--- config.mk ---
export PLATFORM = sky130hd
export DESIGN_NAME = pipeline_stall_controller
export DESIGN_NICKNAME = d
export VERILOG_FILES = /design/src/rtl/pipeline_stall_controller.sv
export SDC_FILE = /design/constraint.sdc
export NUM_CORES = 1
export LEC_CHECK = 0
export BUFFER_PORTS_ARGS = -buffer_cell sky130_fd_sc_hd__buf_2
export CAP_MARGIN = 20
export CORE_MARGIN = 1
export CORE_UTILIZATION = 46
export CTS_CLUSTER_SIZE = 14
export DETAILED_ROUTE_END_ITERATION = 8
export GPL_TIMING_DRIVEN = 0
export PLACE_DENSITY = 0.82
export SETUP_SLACK_MARGIN = 0.02
export SYNTH_ARGS = -nofsm -noshare
export SYNTH_HDL_FRONTEND = slang
export SYNTH_SLANG_ARGS = --single-unit
--- constraint.sdc ---
create_clock -name clk -period 3.16 [get_ports clk]
set_clock_uncertainty 0.1 [all_clocks]
set_input_delay 0.158 -clock clk [delete_from_list [all_inputs] [get_ports clk]]
set_output_delay 0.158 -clock clk [all_outputs]
set_load 0.01 [all_outputs]
--- src/rtl/pipeline_stall_controller.sv ---
// Stall/flush sequencer for the 5-stage pipeline plus the MULT/DIV busy sequencer.
// Latency: enables and flushes are combinational (same cycle); only the MULT/DIV FSM is registered.
// Backpressure: dmem wait freezes every stage, branch flushes, HI/LO or load-use holds ID, imem wait bubbles ID.
module pipeline_stall_controller #(
    parameter int REG_ADDR_WIDTH = 5,
    parameter int MUL_CYCLES     = 4,
    parameter int DIV_CYCLES     = 32,
    parameter int CNT_WIDTH      = 6
) (
    input  logic                      clk,
    input  logic                      rst,
    input  logic [REG_ADDR_WIDTH-1:0] id_rs,
    input  logic [REG_ADDR_WIDTH-1:0] id_rt,
    input  logic                      id_uses_hilo,
    input  logic                      ex_memRead,
    input  logic [REG_ADDR_WIDTH-1:0] ex_rt,
    input  logic                      ex_md_start,
    input  logic                      ex_md_is_div,
    input  logic                      ex_branch_taken,
    input  logic                      imem_ready,
    input  logic                      mem_access,
    input  logic                      dmem_ready,
    output logic                      PC_write,
    output logic                      IFID_write,
    output logic                      IDEX_write,
    output logic                      EXMEM_write,
    output logic                      IFID_flush,
    output logic                      IDEX_flush,
    output logic                      MEMWB_bubble,
    output logic                      md_busy,
    output logic                      md_done,
    output logic [1:0]                md_state
);

    typedef enum logic [1:0] {
        MD_IDLE = 2'd0,
        MD_RUN  = 2'd1,
        MD_DONE = 2'd2
    } md_state_e;

    localparam logic [CNT_WIDTH-1:0] MUL_LOAD = CNT_WIDTH'(MUL_CYCLES - 1);
    localparam logic [CNT_WIDTH-1:0] DIV_LOAD = CNT_WIDTH'(DIV_CYCLES - 1);

    md_state_e            state_q, state_d;
    logic [CNT_WIDTH-1:0] cnt_q, cnt_d;

    logic dmem_stall;
    logic imem_stall;
    logic load_use;
    logic hilo_stall;
    logic md_accept;

    // EXMEM_write is low only in reset or on a dmem freeze, so acceptance is
    // expressed from those terms directly to keep the logic loop-free.
    always_comb begin
        dmem_stall = mem_access & ~dmem_ready;
        imem_stall = ~imem_ready;
        load_use   = ex_memRead && (ex_rt != '0) && ((ex_rt == id_rs) || (ex_rt == id_rt));
        md_accept  = ex_md_start & ~dmem_stall & ~rst;
        hilo_stall = id_uses_hilo & ((state_q == MD_RUN) | md_accept);
    end

    always_comb begin
        PC_write     = 1'b1;
        IFID_write   = 1'b1;
        IDEX_write   = 1'b1;
        EXMEM_write  = 1'b1;
        IFID_flush   = 1'b0;
        IDEX_flush   = 1'b0;
        MEMWB_bubble = 1'b0;
        if (rst) begin
            PC_write     = 1'b0;
            IFID_write   = 1'b0;
            IDEX_write   = 1'b0;
            EXMEM_write  = 1'b0;
            IFID_flush   = 1'b1;
            IDEX_flush   = 1'b1;
            MEMWB_bubble = 1'b1;
        end else if (dmem_stall) begin
            PC_write     = 1'b0;
            IFID_write   = 1'b0;
            IDEX_write   = 1'b0;
            EXMEM_write  = 1'b0;
            MEMWB_bubble = 1'b1;
        end else if (ex_branch_taken) begin
            // Anything stalled behind the branch is wrong-path, so flush wins.
            IFID_flush = 1'b1;
            IDEX_flush = 1'b1;
        end else if (hilo_stall || load_use) begin
            PC_write   = 1'b0;
            IFID_write = 1'b0;
            IDEX_flush = 1'b1;
        end else if (imem_stall) begin
            PC_write   = 1'b0;
            IFID_flush = 1'b1;
        end
    end

    always_comb begin
        state_d = state_q;
        cnt_d   = cnt_q;
        // A start arriving in RUN is a protocol violation; it restarts the unit.
        if (md_accept) begin
            state_d = MD_RUN;
            cnt_d   = ex_md_is_div ? DIV_LOAD : MUL_LOAD;
        end else begin
            case (state_q)
                MD_RUN: begin
                    if (cnt_q == '0) begin
                        state_d = MD_DONE;
                    end else begin
                        cnt_d = cnt_q - 1'b1;
                    end
                end
                MD_DONE: state_d = MD_IDLE;
                default: state_d = MD_IDLE;
            endcase
        end
    end

    always_ff @(posedge clk or posedge rst) begin
        if (rst) begin
            state_q <= MD_IDLE;
            cnt_q   <= '0;
        end else begin
            state_q <= state_d;
            cnt_q   <= cnt_d;
        end
    end

    assign md_busy  = (state_q == MD_RUN) & ~rst;
    assign md_done  = (state_q == MD_DONE) & ~rst;
    assign md_state = state_q;

endmodule

==> results of run 1 <==
==> per-stage QoR <==
step | cell area (um2) | cells
2_1_floorplan | 661 | 71
3_3_place_gp | 855 | 121
3_5_place_dp | 855 | 121
4_1_cts | 897 | 126
5_1_grt | 897 | 126
6_report | 897 | 126
==> layer usage <==
metal | vias to the layer above | share of wire, % | track usage, %
met5 | - | 0 | 0
met4 | 0 | 2.6 | 7.76
met3 | 5 | 7.0 | 10.2
met2 | 23 | 53 | 42.3
met1 | 293 | 38 | 19.6
li1 | 328 | - | -
==> worst register-to-register path, stage by stage, from the launching register on <==
cell	delay, ps
dfrtp_1	410
inv_1	80
ha_1	180
nand2b_1	110
o21bai_4	100
or4_1	430
xor2_1	160
a21oi_1	80
==> area by class of cell <==
cell class,count,area (um2)
buffer,1,7.51
clock buffer,3,22.5
fill,114,420
inverter,5,18.8
multi-input combinational,57,434
sequential,8,200
tap,15,18.8
timing repair buffer,37,195
==> cells by family (layout without fill, tap and decap cells) <==
group | after synthesis | in the layout | synth area share, %
AO/OA/AOI/OAI | 14 | 14 | 18.4
XOR/XNOR | 15 | 15 | 19.9
adder cells (fa/ha/maj) | 2 | 2 | 3.79
buffers and inverters | 6 | 46 | 3.98
flip-flops | 8 | 8 | 30.3
AND/OR/NAND/NOR | 26 | 26 | 23.7
==> synthesized netlist by cell type, drive strengths merged, types with 2 or more instances <==
| library cell | count |
|---|---|
| dfrtp | 8 |
| xnor2 | 8 |
| nand2 | 7 |
| xor2 | 7 |
| a21oi | 6 |
| inv | 5 |
| nor2 | 4 |
| nand2b | 3 |
| ha | 2 |
| nand3 | 2 |
| nor3 | 2 |
| nor4 | 2 |
| o31ai | 2 |
| or4 | 2 |
==> layout by cell type, fill, tap and decap left out <==
cell            n
nor2b_1         1
or2_2           1
or4_4           1
nand2_1         7
buf_4           1
o21ai_2         1
nand2b_4        1
o41ai_2         1
o32a_1          1
or3_4           1
a21oi_2         1
xor2_1          7
o31ai_1         2
o211ai_1        1
or4_1           1
dfrtp_1         8
a21boi_2        1
dlygate4sd3_1   2
nor2_1          4
nand3_1         2
buf_2          35
ha_1            2
inv_1           5
nor3b_1         1
clkbuf_4        3
nor4_2          1
nor3_1          2
nor4_1          1
o21bai_4        1
xnor2_1         8
nand2b_1        2
a21oi_1         5
==> power by group <==
part / internal, mW / switching [mW]
sequential: 0.148 / 0.0433
combinational: 0.134 / 0.141
clock: 0.0436 / 0.0369
==> state kept, by name, summed over array words and instances, names as in the netlist <==
signal,cells
md_state,2
cnt_q,6
==> final timing paths <==
check / startpoint / cells after the start / endpoint
max: rst / 9 / IDEX_flush
min: ex_md_is_div / 3 / cnt_q[3]
max reg2reg: cnt_q[1] / 7 / cnt_q[4]
min reg2reg: cnt_q[5] / 2 / cnt_q[5]
max in group asynchronous: rst / 3 / cnt_q[3]
min in group asynchronous: rst / 3 / cnt_q[1]
==> what timing repair did <==
item	CTS	global route
resized for setup	0	0
endpoints found under the hold margin	9	0
hold buffers	2	0
==> summary by stage, run 1 <==
Synthesis
The synthesized area is 661 um2. Of the post-synthesis cell area, the dominant cell type holds between 30% and 40%. For this run, the number of Yosys warnings is 0. In the post-synthesis netlist, the biggest area contributors are dfrtp_1, xnor2_1, xor2_1.

The number of synthesized flops with an enable pin is 0. In the synthesized netlist the async set-or-reset flop fraction comes to 100%. The sequential element share of the synthesized area is around 30%. The biggest area contributor in the post-synthesis netlist is dfrtp_1. Yosys mapped the design onto 29 distinct sky130hd cell types.

When the netlist entered floorplanning its net count stood at ~100. The gate count after technology mapping is 71. Counting flops and latches in the post-synthesis netlist gives 8. The most used flip-flop cell after synthesis is dfrtp_1.

Each instance of the synthesized netlist takes up on average just over 9 um2.

Timing
Setup slack closes at 634 ps. The number of pins exceeding their max-slew limit in the final report is 0. The final hold violation count is 0. The total setup violations reported at the end of the flow is 0. The final critical-path share of the clock period is roughly four fifths. Timing would allow up to about 400 MHz. The worst path needs about 2500 ps of the cycle, external delays included. Hold is met by 67.9 ps. Measured against its own limit, the worst slew margin works out to between 70% and 80%.

In the final timing run, aggregate negative setup slack is 0 ps. For the pin with the worst max-slew slack, the measured transition is about 330 ps. Setup repair after global routing left no endpoint under its margin.

Route
The number of nets with antenna violations after detailed routing is 0. The detailed-routing iteration count for the pre-antenna-repair pass is 4. The routed length per instance is between 10 and 15 um.

Across all layers, the routed design uses 649 vias. In this run, the number of DRC markers left after iteration 0 of detailed routing was 14. The DRC violation count after routing is 0. The detailed-route vias per instance is approximately 5. Summed over all layers, the routed wires come to between 1.5 and 2 mm.

GRT
After global routing the overflow that remains totals 0. The via count of the first global-routing pass is a little under 600. The global-route usage over all layers is 22.2%. The initial antenna violation count is 0. Entering global routing, the biggest net connects 10 pins. The first global-routing pass estimated ~2.2 mm of wire.

Power
The design draws 546 uW. The power per cell area is a little over 600 nW/um2. For this design the static power due to leakage is about 0.43 nW. IR analysis of the VDD net gives a maximum drop of 0.330 mV.

Finish
The antenna diode instance count is 0. In the final layout, the share of cells above drive strength 1 is around 44%. Compared with the post-synthesis result, the final layout area differs by 35.8%. The net count reported at finish is 140.

Measured on the finished design, the core utilization comes to between 60% and 70%.

Floorplanning
The horizontal die dimension is approximately 40 um. The number of rows in the core area is 13. The initial core utilization is approximately 50%. The placeable core area is ~1300 um2. The area of the die is 1590 um2. Pin placement for this block handled 36 I/O pins. The y dimension of the die is 39.9 um.

Clock network
The clock latency reported for the late side of the worst-skew pair is 260 ps. CTS built an H-tree with a depth of 1. In this run the post-CTS setup repair buffer count came out at 0.

Counting every sink on the clock net gives 8. TritonCTS built the clock tree. The clock buffer count from CTS is 3. The number of buffers on the longest clock path is 2.

Clock tree synthesis selected as its root buffer the cell clkbuf_4. Clock-pin slew was measured on the worst setup and hold paths at around 50 ps.

Placed design
At the placement stage, the worst setup path has a slack of approximately 1200 ps. Routability-driven placement finished with a final weighted congestion of 0.749. The count of input and output buffers is 35. The placed wire-length estimate is between 1 and 1.5 mm.

Critical path
The gate family responsible for the most delay along the worst path is buffers and inverters. The type of origin of the critical path is an input port. The cell at the slowest stage of the critical path is dlygate4sd3_1. The register-to-register setup slack is ~1400 ps.

The critical path required time is slightly below 3000 ps. The delay contributed by the slowest stage of the critical path is 530 ps. The endpoint kind of the worst setup timing path is a primary output. The maximum fanout along the worst path is 9.

Traced cell by cell, the critical path runs through dlygate4sd3_1 > buf_2 > inv_1 > nand2_1 > inv_1 > nand2_1 > a21boi_2 > o32a_1 > buf_2. By startpoint and endpoint, the worst setup path is classified as input port to primary output. The buffering stage count on the worst path with inverters included is 5.

For the worst setup path, the data arrival time is about 2300 ps.

Min path
The kind of path behind the tightest hold check is input port to flop.

Flow run
The count of maximum capacitance violations is 0.

Run status
The run finished with clean final reports.
No activity file was read; power rests on OpenSTA's default activity.
==> run 2: changes to the inputs <==
- ABC_AREA: unset -> 1
- CORE_ASPECT_RATIO: unset -> 1.25
- CORE_UTILIZATION: 46 -> 41
- PLACE_DENSITY: 0.82 -> 0.74
- clock period: 3.16 -> 2.1 ns (I/O delays scaled with it)
==> summary by stage, run 2 <==
Clock network
The clock buffer count from CTS is 3. The number of H-tree levels is 1. The post-cts resize count is 0. The tree built by TritonCTS fans out to 8 sinks.

TritonCTS built the clock tree. The root buffer selected by CTS is clkbuf_4. In this run the deepest clock path goes through 2 buffers.

For the worst-skew pair, the clock arrives at the later sink with an insertion delay of between 200 and 300 ps. The clock-pin slew on the worst setup and hold paths is 50 ps.

Route
Dividing the detail-routed wire length by the instance count gives slightly above 9 um. The total detailed-routing wirelength is ~1.7 mm. The detailed-route vias per instance is 4.63. The first detailed-routing pass ran for 4 iterations.

The count of vias placed by the detailed router is about 850. The DRC violation count after routing is 0. The number of nets with antenna violations after detailed routing is 0. The first-iteration detailed-routing DRC count is 5.

Synthesis
The share of synthesized registers carrying an async set or reset is 100%. In the synthesized netlist, the cells that appear most often are nand2_1, inv_1, nor2_1, dfrtp_1, inv_2. The count of yosys warnings during synthesis is 0. The number of distinct standard cells referenced by the synthesized netlist is 24. In this run, synthesis produced a sequential element count of 8. The synthesized design spends more area on one cell type than any other, namely dfrtp_1. The synthesized netlist net count is 153. The average instance in the mapped netlist occupies 6.37 um2. Synthesis handed over a netlist of around 130 instances. The sequential element share of the synthesized area is roughly 25%. The cell with the most instances after synthesis is nand2_1. The most used flip-flop cell after synthesis is dfrtp_1.

After synthesis the cells add up to 802 um2. Yosys attributes the largest share of cell area to dfrtp_1, nand2_1, inv_1. The synthesized design contains 0 enable-type register cells. The share of the synthesized area in the top cell type is 25.0%.

Critical path
The endpoint kind of the worst setup timing path is a primary output. The type of origin of the critical path is an input port. Data on the critical path arrives at its endpoint at 1620 ps. Traced cell by cell, the critical path runs through dlygate4sd3_1 > buf_2 > nor2_4 > nand2_4 > inv_6 > o21ai_4 > nand2_2 > nand2_2 > nand2_1 > nand2_1 > buf_2.

In this run the worst path has a maximum fanout of 5. The worst reg2reg path startpoint is cnt_q[0]. On the worst path, the slowest cell contributes a delay of between 500 and 600 ps. On the critical path, the stage with the largest delay is an instance of dlygate4sd3_1. The endpoint identified for the worst register-to-register timing path is cnt_q[2]. In this run the register-to-register setup slack is approximately 570 ps. The number of cells on the worst reg-to-reg path is 7. The critical path class is input port to primary output.

The critical path required time is around 1900 ps.

Finish
After routing the design area is around 1000 um2. The net count of the finished layout is approximately 190. The fraction of layout instances using a drive strength above 1 is ~36%.

The post-layout utilization of the core is a little under three fifths. Compared with the post-synthesis result, the final layout area differs by 28.9%. The register with the most flip-flops in the final layout is cnt_q. The top cell types in the final layout, fill and taps aside, are nand2_1, buf_2, inv_1. The repair_antennas step left the layout with diodes totalling 0.

The number of flip-flops under the largest register name is 6.

Power
In this run the power density over the cells is between 800 and 900 nW/um2. The reported leakage power is 0.634 nW. IR analysis of the VDD net gives a maximum drop of between 0.6 and 0.7 mV.

Timing
Measured against its own limit, the worst slew margin works out to 75.1%. The transition time of the tightest slew-check pin is about 370 ps. After layout, the minimum clock period comes to around 1800 ps. The number of pins exceeding their max-slew limit in the final report is 0. Summed over all failing endpoints, the final setup total negative slack is 0 ps. Based on the critical path, the design can be clocked at up to ~550 MHz. Setup violations remaining at the end of the flow were counted as 0. The final hold violation count came to 0. Setup repair after global routing left no endpoint under its margin. The final critical path takes up 87.1% of the cycle.

Flow run
Across the run, the number of max-cap violations was 0.

Floorplanning
The floorplan has 17 rows. The horizontal die dimension is between 40 and 50 um. The placeable core area is between 1500 and 2000 um2. The area of the die is around 2100 um2. Measured along the y axis, the die boundary spans 51.5 um.

36 I/O pins were placed. The initial core utilization is between 40 and 50%.

GRT
The via count of the first global-routing pass was between 800 and 900. The global-route usage over all layers is a little under a fifth. The largest net degree at the start of global routing is 11. The initial antenna violation count was 0. The remaining global-route overflow is 0. The wire length of the first global-routing pass is between 3 and 4 mm.

Placed design
After detailed placement, the total cell area comes to 1000 um2. In this run the tool buffered the top-level ports with 35 buffer cells. Detailed placement ended at an HPWL of 1.41 mm. Routability-driven placement finished with a final weighted congestion of 0.812.

Min path
The tightest min-delay check is of the input port to flop type. The hold-critical path endpoint is cnt_q[2]. The startpoint of the tightest hold check path is ex_md_is_div.

The worst hold path was traced through 3 stages.

Run status
The flow ran to the end, and the final reports show no timing, DRC or antenna violations.
run 2: cell count changes after synthesis, moves of 3 or more:
cell     delta
xnor2_1     -5
xor2_1      -6
o21ai_1     +3
inv_2       +6
nand3_1     +3
inv_1      +18
nand2_2     +4
nand2_1    +28
a21oi_1     -4
nor2_1      +8
nand2_4     +3
a31oi_1     +3
run 2: power by group:
group / switching (mW) / internal [mW]
Clock: 0.0550 / 0.0656
Sequential: 0.0526 / 0.227
Combinational: 0.309 / 0.200
Total: 0.416 / 0.493
run 2: worst max-delay path by stage:
stage | from | end | slack, ps | depth (start not counted)
after floorplan | cnt_q[0] | cnt_q[2] | 680 | 7
final | rst | IFID_flush | 270 | 11
after detailed placement | cnt_q[0] | cnt_q[2] | 560 | 7
after CTS | rst | IFID_flush | 260 | 11
after global routing | rst | IFID_flush | 200 | 11
after global placement | cnt_q[0] | cnt_q[2] | 590 | 7
run 2: area by class of cell:
| type | instances | area (um2) |
|---|---|---|
| inverters | 31 | 121 |
| well taps | 19 | 23.8 |
| repair buffers | 36 | 185 |
| multi-input cells | 86 | 473 |
| flip-flops and latches | 8 | 200 |
| fillers | 181 | 774 |
| clock buffers | 3 | 22.5 |
| plain buffers | 1 | 7.51 |
run 2: worst max-delay path: cells and delay by family:
family                 cells  cell delay, ps
buffers and inverters      4             940
AND/OR/NAND/NOR            6             520
AO/OA/AOI/OAI              1              60
run 2: cell families after synthesis:
kind of cell    share of synthesized area (%)
buf+inv                                  16.1
simple gates                             40.2
xor+xnor                                 4.37
flops                                    25.0
compound gates                           11.2
fa+ha+maj                                3.12
run 2: layer usage:
| metal | vias up | global-route usage, % | share of wire [%] |
|---|---|---|---|
| li1 | 456 | - | - |
| met4 | 0 | 9.14 | 1.1 |
| met3 | 4 | 2.47 | 3.8 |
| met5 | - | 0 | 0 |
| met2 | 21 | 34.6 | 54 |
| met1 | 370 | 18.7 | 41 |
run 2: repair_timing:
action / 4_1_cts / 5_1_grt
hold buffers: 1 / 0
setup buffers: 0 / 0
hold endpoints to repair: 8 / 0
run 2: through the flow:
| step | hold WS, ps | setup WS, ps | power, mW | cells |
|---|---|---|---|---|
| after floorplan | -163 | 684 | 0.656 | 126 |
| after global placement | 34.0 | 585 | 0.771 | 180 |
| after detailed placement | 48.9 | 563 | 0.790 | 180 |
| after CTS | 53.2 | 258 | 0.918 | 184 |
| after global routing | 55.9 | 197 | 1.01 | 184 |
| final | 50.8 | 271 | 0.909 | 184 |
==> run 3: changes to the inputs <==
- CORE_UTILIZATION: 41 -> 46
- PLACE_DENSITY: 0.74 -> 0.78
- clock period: 2.1 -> 1.85 ns (I/O delays scaled with it)
==> summary by stage, run 3 (synthesis results as in run 2) <==
GRT
The via count of the first global-routing pass came to 760. The initial antenna violation count is 0. Global routing finished with a remaining overflow of 0. The first global-routing pass estimated ~2.7 mm of wire. The global-route met3 utilization is 2.75%. For this run, global-route usage on met2 was measured as a little under two fifths. The largest net degree at the start of global routing is 11. The global-route usage over all layers is between 10% and 20%. The met1 track demand over resource in global routing is about a fifth. The busiest layer in global routing is met2.

Clock network
The clock passes through at most 2 buffers. TritonCTS built the clock tree. The clock buffer count from CTS is 3. The later pin in the worst-skew pair is clocked with a latency of 250 ps. The total number of clock tree sinks is 8. The root buffer selected by CTS is clkbuf_4. The clock-pin slew on the worst setup and hold paths is 50 ps. The number of H-tree levels is 1.

Critical path
The delay contributed by the slowest stage of the critical path is 530 ps. STA classifies the critical path endpoint as a primary output. The critical path class is input port to primary output.

The number of cells on the worst reg-to-reg path is 7. The buffering stage count on the worst path with inverters included is 4. The type of origin of the critical path is an input port. The register-to-register setup slack is about 300 ps.

The signal on the critical path passes through dlygate4sd3_1 > buf_2 > nor2_4 > nand2_4 > inv_6 > o21ai_4 > nand2_2 > nand2_2 > nand2_1 > nand2_1 > buf_2. The worst register-to-register path ends at cnt_q[2]. The worst register-to-register path begins at cnt_q[0]. The gate family responsible for the most delay along the worst path is buffers and inverters.

The data arrival at the endpoint of the critical path is 1520 ps. The number of cells on the critical path is 11. For the worst setup path, the data required time is ~1700 ps.

The critical path startpoint is rst. In this run the worst path has a maximum fanout of 5. Among all stages on the critical path, the largest delay is contributed by dlygate4sd3_1.

Placed design
The placed wire-length estimate is about 1.4 mm. At the end of routability-driven placement, the weighted congestion stood at 0.718. The post-place setup slack is 279 ps.

The count of input and output buffers is 35. The placed instance area is 1000 um2.

Route
The detail route stage leaves a number of antenna-violating nets equal to 0. Dividing the detail-routed wire length by the instance count gives about 9.1 um. The first detailed-routing pass ran for 4 iterations. The detailed router finished its first iteration with 17 violations. The detailed router placed between 800 and 900 vias in this run.

After detailed routing, the number of remaining DRC violations is 0. For this block, the routed nets add up to 1.69 mm of wire. The detailed-route vias per instance is between 4 and 5.

Timing
The max-slew headroom at the worst pin is 76.7%. The number of pins exceeding their max-slew limit in the final report was 0. Based on the critical path, the design can be clocked at up to 584 MHz.

The worst-case hold slack is 43.2 ps. The final hold violation count is 0. The worst path in the final design needs a cycle of around 1700 ps, including I/O delays and setup. The total setup violations reported at the end of the flow is 0. The transition time of the tightest slew-check pin is roughly 350 ps. Summed over all failing endpoints, the final setup total negative slack is 0 ps.

Setup repair after global routing left no endpoint under its margin. The final critical-path share of the clock period is between 90 and 100%. The final critical-path setup slack is around 140 ps.

Finish
The layout has roughly 160 filler cells. Relative to the synthesized area, the layout overhead comes to 30.6%. The number of antenna diodes in the final layout is 0. The post-route cell area is about 1000 um2.

The number of flip-flops under the largest register name is 6. The net count reported at finish is between 150 and 200. Cells with a size suffix above 1 make up between 30% and 40% of the layout. The register bank with the most flops is cnt_q. The library cells used most frequently in the layout, excluding fill and tap cells, are nand2_1, buf_2, inv_1.

Power
The maximum vdd ir drop is approximately 0.66 mV. The reported leakage power is between 0.6 and 0.7 nW. Power spread over the standard cell area amounts to between 900 and 1000 nW/um2.

After layout, the design draws a total of approximately 1.0 mW.

Floorplanning
The number of top-level pins is 36. Measured along the y axis, the die boundary spans between 40 and 50 um. The initial core utilization is between 50% and 60%.

The core region is about 1600 um2. The horizontal die dimension is approximately 39 um. The number of rows in the core area is 16. The die covers between 1500 and 2000 um2.

Flow run
Across the run, the number of max-cap violations was 0.

Min path
Counting instances, the worst hold path has a depth of 3. The hold-critical path endpoint is cnt_q[2]. The tightest min-delay check is of the input port to flop type.

The startpoint of the tightest hold check path is ex_md_is_div.

Run status
The run finished with clean final reports.
-- run 3: per-stage QoR --
stage	util (%)	instances
6_report	65.4	185
5_1_grt	65.4	185
4_1_cts	64.5	183
3_5_place_dp	62.4	179
3_3_place_gp	62.4	179
2_1_floorplan	-	126
-- run 3: how the worst max path moves through the flow --
stage | slack (ps) | endpoint
global route | 50 | PC_write
finish | 140 | IFID_flush
CTS | 60 | IFID_flush
floorplan | 430 | cnt_q[2]
global placement | 340 | cnt_q[2]
detailed placement | 280 | cnt_q[2]
-- run 3: worst min-delay path, stage by stage --
cell	delay (ps)
buf_2	110
nand2_4	80
a31oi_1	70
-- run 3: cell type report --
cell class / count / area (um2) / area share, %
Inverter: 31 / 121 / 11.6
Sequential cell: 8 / 200 / 19.1
Tap cell: 18 / 22.5 / 2.15
Timing Repair Buffer: 38 / 200 / 19.1
Clock buffer: 3 / 22.5 / 2.15
Buffer: 1 / 7.51 / 0.717
Multi-Input combinational cell: 86 / 473 / 45.2
-- run 3: metal layers --
metal	vias up	wire length, um
met5	-	0
met4	0	12
met3	2	73
met2	19	937
met1	374	668
li1	462	-
-- run 3: report_power, final --
part | total [mW] | internal, mW | switching (mW)
registers | 0.318 | 0.258 | 0.0600
clock network | 0.128 | 0.0739 | 0.0543
logic | 0.581 | 0.229 | 0.352
total | 1.03 | 0.561 | 0.466
-- run 3: timing repair --
item                       4_1_cts  5_1_grt
setup endpoints to repair        0        3
hold buffers                     1        0
resized for setup                0        0
setup buffers                    0        2
hold endpoints to repair         8        0
